**src/rtl/load_store_unit.sv**
```systemverilog
// Multi-cycle load/store unit: captures one request, drives a valid/ack data-memory
// port (byte enables or read-modify-write), extends load data and reports errors.
module load_store_unit #(
    parameter int unsigned XLEN    = 32,
    parameter bit          BYTE_EN = 1'b1,
    parameter int unsigned TIMEOUT = 255
) (
    input  logic                       clk,
    input  logic                       rst,
    input  logic                       req_valid,
    output logic                       req_ready,
    input  logic                       req_store,
    input  logic [2:0]                 req_funct3,
    input  logic [31:0]                req_addr,
    input  logic [XLEN-1:0]            req_wdata,
    output logic                       resp_valid,
    output logic [XLEN-1:0]            resp_rdata,
    output logic [1:0]                 resp_err,
    output logic                       mem_req,
    output logic                       mem_we,
    output logic [31-$clog2(XLEN/8):0] mem_addr,
    output logic [XLEN-1:0]            mem_wdata,
    output logic [XLEN/8-1:0]          mem_be,
    input  logic                       mem_ack,
    input  logic [XLEN-1:0]            mem_rdata
);

    localparam int unsigned NB  = XLEN / 8;
    localparam int unsigned OFF = $clog2(NB);
    localparam logic [15:0] TLAST = 16'(TIMEOUT - 1);

    typedef enum logic [2:0] {IDLE, LOAD, STORE, RMW_RD, RMW_WR, RESP} state_t;

    state_t              state_q;
    logic [OFF-1:0]      lane_q;
    logic [2:0]          funct3_q;
    logic [NB-1:0]       lanes_q;
    logic [XLEN-1:0]     wsh_q;
    logic [15:0]         wait_q;
    logic                resp_valid_q;
    logic [XLEN-1:0]     resp_rdata_q;
    logic [1:0]          resp_err_q;
    logic                mem_req_q;
    logic                mem_we_q;
    logic [31-OFF:0]     mem_addr_q;
    logic [XLEN-1:0]     mem_wdata_q;
    logic [NB-1:0]       mem_be_q;

    logic                illegal_d;
    logic                misal_d;
    logic                full_d;
    logic [NB-1:0]       be_d;
    logic [XLEN-1:0]     wsh_d;
    logic [XLEN-1:0]     rsh_d;
    logic [XLEN-1:0]     load_d;
    logic [XLEN-1:0]     merge_d;

    always_comb begin
        illegal_d = (req_funct3 == 3'b111) || (req_store && req_funct3[2]) ||
                    ((XLEN == 32) && ((req_funct3 == 3'b011) || (req_funct3 == 3'b110)));
        misal_d = 1'b0;
        be_d    = '1;
        case (req_funct3[1:0])
            2'b00: be_d = NB'(1);
            2'b01: begin be_d = NB'(3);  misal_d = req_addr[0];          end
            2'b10: begin be_d = NB'(15); misal_d = (req_addr[1:0] != '0); end
            default: misal_d = (req_addr[2:0] != '0);
        endcase
        be_d   = be_d << req_addr[OFF-1:0];
        full_d = (XLEN == 64) ? (req_funct3[1:0] == 2'b11) : (req_funct3[1:0] == 2'b10);
        wsh_d  = req_wdata << {req_addr[OFF-1:0], 3'b000};
    end

    always_comb begin
        rsh_d = mem_rdata >> {lane_q, 3'b000};
        case (funct3_q)
            3'b000:  load_d = XLEN'($signed(rsh_d[7:0]));
            3'b001:  load_d = XLEN'($signed(rsh_d[15:0]));
            3'b010:  load_d = XLEN'($signed(rsh_d[31:0]));
            3'b100:  load_d = XLEN'(rsh_d[7:0]);
            3'b101:  load_d = XLEN'(rsh_d[15:0]);
            3'b110:  load_d = XLEN'(rsh_d[31:0]);
            default: load_d = rsh_d;
        endcase
        for (int unsigned i = 0; i < NB; i++) begin
            merge_d[8*i +: 8] = lanes_q[i] ? wsh_q[8*i +: 8] : mem_rdata[8*i +: 8];
        end
    end

    always_ff @(posedge clk) begin
        if (rst) begin
            state_q      <= IDLE;
            lane_q       <= '0;
            funct3_q     <= '0;
            lanes_q      <= '0;
            wsh_q        <= '0;
            wait_q       <= '0;
            resp_valid_q <= 1'b0;
            resp_rdata_q <= '0;
            resp_err_q   <= '0;
            mem_req_q    <= 1'b0;
            mem_we_q     <= 1'b0;
            mem_addr_q   <= '0;
            mem_wdata_q  <= '0;
            mem_be_q     <= '0;
        end else begin
            case (state_q)
                IDLE: begin
                    if (req_valid) begin
                        lane_q     <= req_addr[OFF-1:0];
                        funct3_q   <= req_funct3;
                        lanes_q    <= be_d;
                        wsh_q      <= wsh_d;
                        wait_q     <= '0;
                        mem_addr_q <= req_addr[31:OFF];
                        if (illegal_d || misal_d) begin
                            state_q      <= RESP;
                            resp_valid_q <= 1'b1;
                            resp_rdata_q <= '0;
                            resp_err_q   <= illegal_d ? 2'b11 : 2'b01;
                        end else if (!req_store) begin
                            state_q     <= LOAD;
                            mem_req_q   <= 1'b1;
                            mem_we_q    <= 1'b0;
                            mem_be_q    <= be_d;
                            mem_wdata_q <= '0;
                        end else if (BYTE_EN || full_d) begin
                            state_q     <= STORE;
                            mem_req_q   <= 1'b1;
                            mem_we_q    <= 1'b1;
                            mem_be_q    <= be_d;
                            mem_wdata_q <= wsh_d;
                        end else begin
                            state_q     <= RMW_RD;
                            mem_req_q   <= 1'b1;
                            mem_we_q    <= 1'b0;
                            mem_be_q    <= '1;
                            mem_wdata_q <= '0;
                        end
                    end
                end
                LOAD, STORE, RMW_RD, RMW_WR: begin
                    if (mem_ack) begin
                        wait_q <= '0;
                        if (state_q == RMW_RD) begin
                            // mem_req stays high so the write phase follows without a gap
                            state_q     <= RMW_WR;
                            mem_we_q    <= 1'b1;
                            mem_wdata_q <= merge_d;
                        end else begin
                            state_q      <= RESP;
                            mem_req_q    <= 1'b0;
                            mem_we_q     <= 1'b0;
                            resp_valid_q <= 1'b1;
                            resp_err_q   <= 2'b00;
                            resp_rdata_q <= (state_q == LOAD) ? load_d : '0;
                        end
                    end else if (wait_q == TLAST) begin
                        state_q      <= RESP;
                        wait_q       <= '0;
                        mem_req_q    <= 1'b0;
                        mem_we_q     <= 1'b0;
                        resp_valid_q <= 1'b1;
                        resp_err_q   <= 2'b10;
                        resp_rdata_q <= '0;
                    end else begin
                        wait_q <= wait_q + 16'd1;
                    end
                end
                RESP: begin
                    state_q      <= IDLE;
                    resp_valid_q <= 1'b0;
                    resp_rdata_q <= '0;
                    resp_err_q   <= '0;
                end
                default: state_q <= IDLE;
            endcase
        end
    end

    assign req_ready  = (state_q == IDLE);
    assign resp_valid = resp_valid_q;
    assign resp_rdata = resp_rdata_q;
    assign resp_err   = resp_err_q;
    assign mem_req    = mem_req_q;
    assign mem_we     = mem_we_q;
    assign mem_addr   = mem_addr_q;
    assign mem_wdata  = mem_wdata_q;
    assign mem_be     = mem_be_q;

endmodule

```
**config.mk**
```make
export PLATFORM = sky130hd
export DESIGN_NAME = load_store_unit
export DESIGN_NICKNAME = d
export VERILOG_FILES = /design/src/rtl/load_store_unit.sv
export SDC_FILE = /design/constraint.sdc
export NUM_CORES = 1
export LEC_CHECK = 0
export BUFFER_PORTS_ARGS = -buffer_cell sky130_fd_sc_hd__buf_2
export CORE_ASPECT_RATIO = 0.5
export CORE_MARGIN = 2
export CORE_UTILIZATION = 55
export DETAILED_ROUTE_END_ITERATION = 10
export PLACE_DENSITY_LB_ADDON = 0.25
export SETUP_SLACK_MARGIN = 0.05
export SLEW_MARGIN = 10
export SYNTH_ARGS = -nofsm -noshare
export SYNTH_HDL_FRONTEND = slang
export SYNTH_SLANG_ARGS = --single-unit
```
**constraint.sdc**
```tcl
create_clock -name clk -period 3.4 [get_ports clk]
set_input_delay 0.51 -clock clk [delete_from_list [all_inputs] [get_ports clk]]
set_output_delay 0.51 -clock clk [all_outputs]
set_load 0.03 [all_outputs]
```
==> results of run 1 <==
per-stage QoR:
stage	utilization [%]	area, um^2	hold WS (ns)	setup slack [ns]	total power (uW)
after floorplan	-	7760	0.432	1.22	3730
after global placement	64.6	8820	0.437	0.794	4210
after detailed placement	64.6	8820	0.443	0.701	4250
after CTS	68.7	9390	0.306	0.859	6130
after global routing	68.7	9390	0.303	0.651	6430
final	68.7	9390	0.318	0.768	6130
state kept, by name (all words and copies together) (netlist names), 2 cells and up:
signal and flops:
funct3_q 3, lane_q 2, lanes_q 4, mem_addr 30
mem_be 4, mem_wdata 32, resp_err 2, resp_rdata 32
state_q 3, wait_q 16, wsh_q 32
cell type report:
| class | instances | area, um^2 | area share, % |
|---|---|---|---|
| multi-input cells | 651 | 4110 | 43.7 |
| flip-flops and latches | 163 | 3260 | 34.7 |
| repair buffers | 222 | 1160 | 12.4 |
| clock buffers | 18 | 429 | 4.57 |
| well taps | 192 | 240 | 2.56 |
| clock inverters | 14 | 143 | 1.52 |
| inverters | 13 | 48.8 | 0.520 |
critical path, delay by kind of cell (launching register included):
family	cells	cell delay, ns
and+or+nand+nor	4	1.57
buffers and inverters	1	0.20
DFF	1	0.56
AOI/OAI and AO/OA	1	0.24
logic make-up (layout without fill, tap and decap cells):
family,after synthesis,count (layout)
AO/OA/AOI/OAI,231,231
buffers and inverters,89,267
XOR/XNOR,12,12
AND/OR/NAND/NOR,321,321
adder cells (fa/ha/maj),2,2
multiplexers,85,85
flip-flops,163,163
Yosys cell counts, types with 17 or more instances:
library cell	instances
dfxtp_1	163
nand2_1	157
a21oi_1	98
nor2_1	67
mux2i_1	52
clkbuf_1	45
mux2_2	25
o22ai_1	25
o21ai_0	20
nor3_1	19
a221o_1	17
nand3_1	17
worst paths after layout:
path / endpoint / start / depth (start not counted) / slack (ns)
worst max register to register: resp_rdata[31] / state_q[0] / 6 / 0.77
worst min register to register: mem_wdata[26] / mem_wdata[26] / 2 / 0.45
worst min-delay path: mem_addr[14] / req_addr[16] / 3 / 0.32
worst max-delay path: resp_rdata[31] / state_q[0] / 6 / 0.77
metal layers:
metal	GRT usage [%]	vias to the layer above	routed length [um]
li1	-	3545	-
met1	40.3	3501	9570
met2	48.2	373	10500
met3	5.51	47	1930
met4	12.2	0	549
met5	0	-	0
power breakdown:
part | internal, uW | switching, uW
logic | 636 | 1270
registers | 2140 | 192
clock network | 1030 | 857
total | 3810 | 2320
==> flow_summary_export.csv, run 1 <==
group,metric,value,unit
place,dp.final_hpwl,15500,um
routing,drt_iter0_markers,879,
worst_setup_path,crit_chain,"nor3b_1 -> nand3_1 -> nor3b_2 -> buf_4 -> nor2b_1 -> a221o_1",
place,portBuffers,207,
run_status,status,"finished clean",
sta,setup_tns,0,ns
die,io_pins,208,
grt,antenna_found_initial,0,
logic_synthesis,ys_ff_latch,163,
pwr,ir_drop,0.278,mV
routing,postRouteAntennaNets,0,
clocking,hold_buffers,0,
routing,route.detailed.drc,0,
cells_and_area,layout-drive-gt1-share,29.4,%
logic_synthesis,ys_types,54,
logic_synthesis,synth_edf_count,0,
clocking,cts_setup_buffers,0,
grt,grt_pass1_vias,6811,
routing,routedWlPerCell,17.7,um
die,dieWidth,172,um
job,max_cap_violations,0,
sta,slew_violations,0,
worst_setup_path,critPathMaxFanout,13,
logic_synthesis,yosys.area_share.xor_xnor,1.35,%
cells_and_area,final_common_cell,"buf_2",
logic_synthesis,synthSimpleGateAreaFrac,19.2,%
sta,fmax,0.380,GHz
logic_synthesis,synth_top_family_by_area,"compound AO/OA/AOI/OAI gates",
cells_and_area,fillCellCount,1131,
sta,relSlewSlack,25.2,%
sta,post-route-period-util,77.4,%
cells_and_area,nets,1174,
logic_synthesis,yosys.area.top_type,"dfxtp_1",
place,gp_congestion,0.912,
clocking,clk_latency,0.42,ns
sta,fin_skew,0.0120,ns
logic_synthesis,yosysWarnings,0,
grt,grt_max_degree,99,
grt,grt.total_usage,29.9,%
cells_and_area,syn_to_final_growth,21.0,%
hold_path,min_path_type,"input port to flip-flop",
die,start_util,56.8,%
sta,grt_setup_unrepaired,"no",
place,dp_cells,1241,
routing,first_pass_iters,5,
grt,overflow,0,
sta,worstMarginPinSlew,1.12,ns
logic_synthesis,synth_cells,903,
clocking,cts_tree,"done",
logic_synthesis,yosys.area.top_type_share,42.0,%
routing,vias,7466,
worst_setup_path,arrival,2.99,ns
cells_and_area,insertedDiodeCount,0,
logic_synthesis,ys_seq_area_share,42.0,%
clocking,cts_max_path_buffers,2,
logic_synthesis,synth-main-ff-cell,"dfxtp_1",
cells_and_area,fin_cells,1273,
sta,finalCriticalPeriod,2.63,ns
clocking,numCtsBuffers,17,
clocking,clkSinkCount,163,
die,core,0.0137,mm^2
worst_setup_path,end_kind,"flip-flop",
pwr,power_density,653,mW/mm^2
die,dieHeight,88.0,um
worst_setup_path,critPathMaxStageDelay,0.56,ns
routing,wirelength,22500,um
grt,grt_pass1_wl,35200,um
cells_and_area,layout_common_cells,"buf_2, dfxtp_1, nand2_1, a21oi_1, nor2_1",
worst_setup_path,critPathKind,"flip-flop to flip-flop",
logic_synthesis,synth_compound_area_share,19.3,%
logic_synthesis,muxShareOfSynthArea,12.7,%
logic_synthesis,avgSynthCellArea,8.60,um^2
logic_synthesis,syn_nets,1009,
sta,timing_hold_violations_final,0,
die,rows,30,
clocking,path_clk_slew,0.07,ns
routing,post_drt_via_cell_ratio,5.86,
worst_setup_path,required,3.76,ns
worst_setup_path,worst_setup_path_start_kind,"flip-flop",
worst_setup_path,cpMaxStageDelayCell,"dfxtp_1",
clocking,cts.repair.resized,0,
sta,finalSetupViolCount,0,
logic_synthesis,synth_fa_ha_area_share,0.322,%
logic_synthesis,synthTopCellsByArea,"dfxtp_1, nand2_1, mux2i_1, a21oi_1, mux2_2",
die,die_area,0.0151,mm^2
logic_synthesis,synth_area,0.00776,mm^2
clocking,htreeDepth,4,
logic_synthesis,async_flop_share,0,%
pwr,power_leakage,0.00383,uW
clocking,cts_root_buf,"clkbuf_16",
No activity file was read; power rests on OpenSTA's default activity.
==> inputs of run 2 (changes only) <==
--- a/config.mk
+++ b/config.mk
@@ -5,10 +5,11 @@
 export SDC_FILE = /design/constraint.sdc
 export NUM_CORES = 1
 export LEC_CHECK = 0
+export ABC_AREA = 1
 export BUFFER_PORTS_ARGS = -buffer_cell sky130_fd_sc_hd__buf_2
 export CORE_ASPECT_RATIO = 0.5
 export CORE_MARGIN = 2
-export CORE_UTILIZATION = 55
+export CORE_UTILIZATION = 49
 export DETAILED_ROUTE_END_ITERATION = 10
 export PLACE_DENSITY_LB_ADDON = 0.25
 export SETUP_SLACK_MARGIN = 0.05
==> constraint.sdc (replaced) <==
create_clock -name clk -period 2.18 [get_ports clk]
set_input_delay 0.327 -clock clk [delete_from_list [all_inputs] [get_ports clk]]
set_output_delay 0.327 -clock clk [all_outputs]
set_load 0.03 [all_outputs]
==> run 2 against run 1 <==
Effect of this change:
- via count rose by 20%
- total power rose by 130%
- die area rose by 19%
- hold slack got worse by 0.19 ns
- combinational power rose to 3.5 times the previous value
- area after synthesis grew 6.8%
- synthesized cell count grew 43%
- critical path depth is 2 higher
- register-to-register slack lost 0.51 ns
- first-iteration DRC count fell by 7.8%
- global-route usage shrank 0.77 points
- sequential share of layout area fell by 2.4 points
- largest power group is now combinational logic
- highest routed layer unchanged
==> flow_summary_export.csv, run 2 <==
group,metric,value,unit
logic_synthesis,yosys.area.top_type,"dfxtp_1",
logic_synthesis,yosys.area_share.xor_xnor,0.423,%
hold_path,min_path_type,"input port to flip-flop",
worst_setup_path,arrival,2.29,ns
routing,wirelength,26100,um
grt,grt_max_degree,92,
sta,timing_hold_violations_final,0,
worst_setup_path,rr_worst_depth,8,
cells_and_area,layout-drive-gt1-share,20.0,%
logic_synthesis,synthTopCellsByArea,"dfxtp_1, nand2_1, o21ai_0, nor2_1, a21oi_1",
grt,overflow,0,
logic_synthesis,synth_top_family_by_area,"simple AND/OR/NAND/NOR gates",
worst_setup_path,cp_num_buf_inv,1,
logic_synthesis,yosys.area.top_type_share,39.4,%
grt,use_met3,9.37,%
routing,routedWlPerCell,15.4,um
clocking,cts_max_path_buffers,2,
pwr,ir_drop,0.668,mV
die,die_area,0.0180,mm^2
routing,route.detailed.drc,0,
cells_and_area,multiInputGateArea,0.00431,mm^2
clocking,path_clk_slew,0.07,ns
worst_setup_path,end_kind,"flip-flop",
logic_synthesis,synth_cells,1292,
die,io_pins,208,
worst_setup_path,r2r_start,"state_q[0]",
cells_and_area,fillCellCount,1607,
sta,worstMarginPinSlew,0.607,ns
clocking,clkSinkCount,163,
logic_synthesis,ys_seq_area_share,39.4,%
sta,fin_skew,0.0119,ns
worst_setup_path,cp_top_family,"simple AND/OR/NAND/NOR gates",
grt,grt.total_usage,29.2,%
sta,finalCriticalPeriod,1.92,ns
sta,grt_setup_unrepaired,"no",
job,max_cap_violations,0,
die,dieHeight,96.0,um
run_status,status,"finished clean",
logic_synthesis,synth_edf_count,0,
grt,grt-busiest-layer,"met2",
worst_setup_path,critPathMaxStageDelay,0.46,ns
place,dp.final_hpwl,19100,um
logic_synthesis,synth.most_common_cell,"nand2_1",
place,portBuffers,207,
place,gp_congestion,0.912,
routing,vias,8980,
cells_and_area,nets,1564,
logic_synthesis,synth-main-ff-cell,"dfxtp_1",
clocking,cts_root_buf,"clkbuf_16",
cells_and_area,final_core_util,61.2,%
grt,antenna_found_initial,0,
clocking,numCtsBuffers,17,
logic_synthesis,synth_fa_ha_area_share,0.302,%
clocking,clk_latency,0.44,ns
clocking,cts.repair.resized,0,
routing,drt_iter0_markers,810,
sta,slew_violations,0,
sta,relSlewSlack,59.6,%
logic_synthesis,async_flop_share,0,%
logic_synthesis,synth_area,0.00829,mm^2
clocking,htreeDepth,4,
sta,finalSetupViolCount,0,
routing,postRouteAntennaNets,0,
pwr,power_density,1400,mW/mm^2
grt,met2_usage,46.9,%
logic_synthesis,synth_compound_area_share,19.4,%
routing,first_pass_iters,6,
grt,grt_pass1_wl,41500,um
logic_synthesis,synth_common_cells,"nand2_1, o21ai_0, nor2_1, dfxtp_1, a21oi_1",
logic_synthesis,muxShareOfSynthArea,0.815,%
worst_setup_path,required,2.55,ns
grt,grt_pass1_vias,8142,
clocking,hold_buffers,0,
logic_synthesis,synthSimpleGateAreaFrac,31.0,%
die,dieWidth,188,um
die,rows,33,
worst_setup_path,critPathMaxFanout,16,
sta,post-route-period-util,88.2,%
hold_path,hold_depth,3,
clocking,cts_tree,"done",
worst_setup_path,critPathKind,"flip-flop to flip-flop",
hold_path,hp-start,"req_addr[2]",
worst_setup_path,worst_setup_path_start_kind,"flip-flop",
logic_synthesis,syn_nets,1398,
pwr,power_leakage,0.00480,uW
sta,fmax,0.520,GHz
logic_synthesis,ys_ff_latch,163,
grt,use_met1,37.5,%
die,start_util,50.3,%
logic_synthesis,yosysWarnings,0,
sta,setup_tns,0,ns
cells_and_area,final_common_cell,"nand2_1",
worst_setup_path,cp-startpoint,"state_q[0]",
cells_and_area,insertedDiodeCount,0,
worst_setup_path,cpMaxStageDelayCell,"o21ai_0",
worst_setup_path,cpMostUsedCell,"nor2_1",
clocking,cts_setup_buffers,0,
die,core,0.0165,mm^2
logic_synthesis,ys_types,36,
routing,post_drt_via_cell_ratio,5.29,
cells_and_area,ff_latch_area,0.00326,mm^2
worst_setup_path,crit_cells,8,
logic_synthesis,avgSynthCellArea,6.42,um^2
cells_and_area,layout_common_cells,"nand2_1, buf_2, o21ai_0, nor2_1, dfxtp_1",
cells_and_area,syn_to_final_growth,21.5,%
worst_setup_path,crit_chain,"nor2_1 -> nand2_2 -> nand2_4 -> nand2_1 -> buf_4 -> o21ai_0 -> nor2_1 -> nor2_1",
## run 2: cell count changes after synthesis, sizes merged, moves of 19 or more
cell,previous run,this run
nand3,17,58
o22ai,25,2
mux2i,52,0
inv,13,93
mux2,25,6
nor2,76,170
o21ai,24,170
nand2,158,387
nor3,33,10
## run 2: final cells by class
type / count / share of cell area [%]
multi-input combinational: 952 / 42.8
sequential: 163 / 32.4
inverter: 94 / 3.50
tap: 227 / 2.82
clock inverter: 14 / 1.50
timing repair buffer: 230 / 12.6
clock buffer: 18 / 4.36
## run 2: worst min-delay path: stages
cell	delay [ns]
buf_2	0.09
nand2_1	0.05
a21oi_1	0.05
## run 2: final timing paths
kind / slack [ns] / to
setup / recovery: 0.26 / mem_wdata[8]
hold reg to reg: 0.46 / mem_req
hold / removal: 0.13 / mem_addr[0]
setup reg to reg: 0.26 / mem_wdata[8]
## run 2: routing by layer
layer / part of all wire [%] / vias up
met1: 44 / 4083
met5: 0 / -
met3: 10 / 42
met2: 44 / 359
li1: - / 4496
met4: 1.8 / 0
## run 2: metrics by stage
| stage | instances | cell area (um^2) | hold WS (ns) | power, uW | setup slack (ns) |
|---|---|---|---|---|---|
| 2_1_floorplan | 1292 | 8290 | 0.426 | 9180 | 0.544 |
| 3_3_place_gp | 1666 | 9480 | 0.435 | 11000 | 0.348 |
| 3_5_place_dp | 1666 | 9480 | 0.442 | 11100 | 0.309 |
| 4_1_cts | 1698 | 10100 | 0.121 | 14100 | 0.316 |
| 5_1_grt | 1698 | 10100 | 0.135 | 15200 | 0.109 |
| 6_report | 1698 | 10100 | 0.126 | 14100 | 0.258 |
## run 2: logic make-up after synthesis
logic type	Yosys count
DFF	163
xor gates and xnor gates	4
AOI/OAI and AO/OA	303
muxes	6
and+or+nand+nor	637
buffers and inverters	177
adders and majority gates	2
## run 2: power breakdown
group / internal, uW / switching [uW] / leakage, uW
sequential: 3800 / 498 / 0.00134
clock: 1730 / 1320 / 0.000276
combinational: 1960 / 4810 / 0.00319
total: 7490 / 6630 / 0.00480
==> inputs of run 3 (changes only) <==
--- a/config.mk
+++ b/config.mk
@@ -5,11 +5,10 @@
 export SDC_FILE = /design/constraint.sdc
 export NUM_CORES = 1
 export LEC_CHECK = 0
-export ABC_AREA = 1
 export BUFFER_PORTS_ARGS = -buffer_cell sky130_fd_sc_hd__buf_2
 export CORE_ASPECT_RATIO = 0.5
 export CORE_MARGIN = 2
-export CORE_UTILIZATION = 49
+export CORE_UTILIZATION = 48
 export DETAILED_ROUTE_END_ITERATION = 10
 export PLACE_DENSITY_LB_ADDON = 0.25
 export SETUP_SLACK_MARGIN = 0.05
==> run 3 against run 2 <==
Effect of this change:
- the flow now finishes with violations (negative setup slack)
- register-to-register slack got worse by 0.32 ns
- largest cell class unchanged
- clock power fell by 3%
- largest power group is now sequential cells
- sequential cell count unchanged
- global-route usage down 2.3 points
- highest routed layer unchanged
- final area decreased by 2.5%
- count of clock-buffer cells in the layout shrank 1
- maximum frequency decreased by 14%
- routed wire length decreased by 11%
- combinational power shrank 50%
==> flow_summary_export.csv, run 3 (same netlist as run 1, synthesis figures left out) <==
group,metric,value,unit
sta,slew_violations,0,
routing,routedWlPerCell,17.8,um
cells_and_area,syn_to_final_growth,26.6,%
grt,grt.total_usage,26.9,%
sta,fin_skew,0.0127,ns
die,start_util,49.7,%
routing,wirelength,23300,um
worst_setup_path,rr_worst_depth,8,
cells_and_area,layout_common_cells,"buf_2, dfxtp_1, nand2_1, a21oi_1, nor2_1",
place,gp_congestion,0.950,
worst_setup_path,arrival,2.54,ns
place,dp.final_hpwl,16500,um
die,dieHeight,93.9,um
grt,antenna_found_initial,0,
place,dpl_cell_area,0.00908,mm^2
run_status,status,"finished with violations",
die,core,0.0156,mm^2
cells_and_area,layout-drive-gt1-share,32.7,%
routing,postRouteAntennaNets,0,
clocking,path_clk_slew,0.07,ns
grt,grt_max_degree,122,
sta,finalCriticalPeriod,2.24,ns
pwr,pwr-share-comb,34.0,%
worst_setup_path,critPathMaxFanout,8,
place,portBuffers,207,
cells_and_area,nets,1199,
pwr,power_frac_seq,36.3,%
clocking,htreeDepth,4,
worst_setup_path,required,2.48,ns
worst_setup_path,worstReg2RegEnd,"resp_rdata[17]",
worst_setup_path,cp-startpoint,"wait_q[0]",
worst_setup_path,crit_end,"resp_rdata[17]",
cells_and_area,final_area,0.00983,mm^2
clocking,cts_tree,"done",
grt,grt_pass1_vias,7087,
sta,relSlewSlack,58.2,%
grt,grt_pass1_wl,36500,um
pwr,power_leakage,0.00401,uW
worst_setup_path,r2r_start,"wait_q[0]",
sta,post-route-period-util,103,%
routing,first_pass_iters,5,
sta,setup_slack,-0.0607,ns
hold_path,min_path_type,"input port to flip-flop",
routing,vias,7496,
routing,route.detailed.drc,0,
pwr,switching_power,3750,uW
clocking,cts_root_buf,"clkbuf_16",
routing,drt_iter0_markers,683,
cells_and_area,final_core_util,62.9,%
sta,setup_tns,-0.550,ns
clocking,clkSinkCount,163,
worst_setup_path,worst-r2r-setup-slack,-0.06,ns
pwr,power_density,1010,mW/mm^2
pwr,ir_drop,0.585,mV
pwr,internal_power,6190,uW
grt,overflow,0,
sta,worstMarginPinSlew,0.623,ns
job,max_cap_violations,0,
cells_and_area,insertedDiodeCount,0,
sta,fmax,0.446,GHz
pwr,clockPowerShare,29.7,%
die,dieWidth,184,um
clocking,hold_buffers,0,
sta,grt_setup_unrepaired,"yes",
sta,finalSetupViolCount,16,
die,rows,32,
die,io_pins,208,
place,pre_cts_ws,0.0396,ns
clocking,cts_max_path_buffers,2,
run_status,violations,"negative setup slack",
pwr,sw_frac_of_total,37.7,%
die,die_area,0.0173,mm^2
routing,post_drt_via_cell_ratio,5.72,
sta,timing_hold_violations_final,0,
worst_setup_path,worst_setup_path_start_kind,"flip-flop",
clocking,clk_latency,0.43,ns
worst_setup_path,end_kind,"flip-flop",
worst_setup_path,critPathKind,"flip-flop to flip-flop",
cells_and_area,final_common_cell,"buf_2",
clocking,numCtsBuffers,17,
[run 3: cell types whose count changed in the layout (fill, tap and decap cells not counted), moves of 38 or more]
cell / change
nand2_1: -224
o21ai_0: -149
nor2_1: -100
inv_1: -73
mux2i_1: +52
nand3_1: -38
[run 3: stage by stage]
stage                     hold slack, ns  power [uW]  cells
after floorplan                    0.432        5820    903
after global placement             0.438        6770   1276
after detailed placement           0.441        6820   1276
after CTS                          0.123        9770   1308
after global routing               0.135       10400   1310
final                              0.135        9940   1310
[run 3: cell type report]
class / instances / area (um^2)
fill: 1365 / 5790
multi-input combinational: 651 / 4220
sequential: 163 / 3270
timing repair buffer: 247 / 1470
clock buffer: 17 / 425
tap: 204 / 255
clock inverter: 15 / 146
inverter: 13 / 52.6
[run 3: per-layer routing]
metal	track usage, %	share of wire [%]
met1	35.8	44
met2	44.0	47
met3	6.01	7.7
met4	7.73	1.2
met5	0	0
[run 3: what timing repair did]
action                     4_1_cts  5_1_grt
cloned                           0        2
setup endpoints to repair       18       65
hold endpoints to repair         0        0
pin swaps                        1       22
resized for setup                3       22
setup buffers                    0        1
[run 3: how the worst min path moves through the flow]
stage                               end          start  depth (start not counted)  slack (ns)
after floorplan                wsh_q[0]       wsh_q[0]                          2        0.43
after global placement    mem_wdata[29]  mem_wdata[29]                          2        0.44
after detailed placement  mem_wdata[29]  mem_wdata[29]                          2        0.44
after CTS                  mem_addr[16]   req_addr[18]                          3        0.12
after global routing        mem_addr[6]    req_addr[8]                          3        0.14
final                       mem_addr[3]    req_addr[5]                          3        0.13
[run 3: power groups by stage]
stage          Sequential [uW]  Combinational [uW]  Clock (uW)
4_1_cts                   3600                3190        2990
5_1_grt                   3650                3650        3110
6_report                  3610                3380        2950
3_3_place_gp              3640                3120           0
2_1_floorplan             4030                1780           0
3_5_place_dp              3660                3160           0
[run 3: worst max-delay path: stages (launching register included)]
cell and delay [ns]:
dfxtp_2 0.33, inv_2 0.06, ha_4 0.11, or4b_4 0.47, nor3_4 0.21, a311o_1 0.27, a21oi_4 0.15, clkbuf_16 0.21
a221o_1 0.32
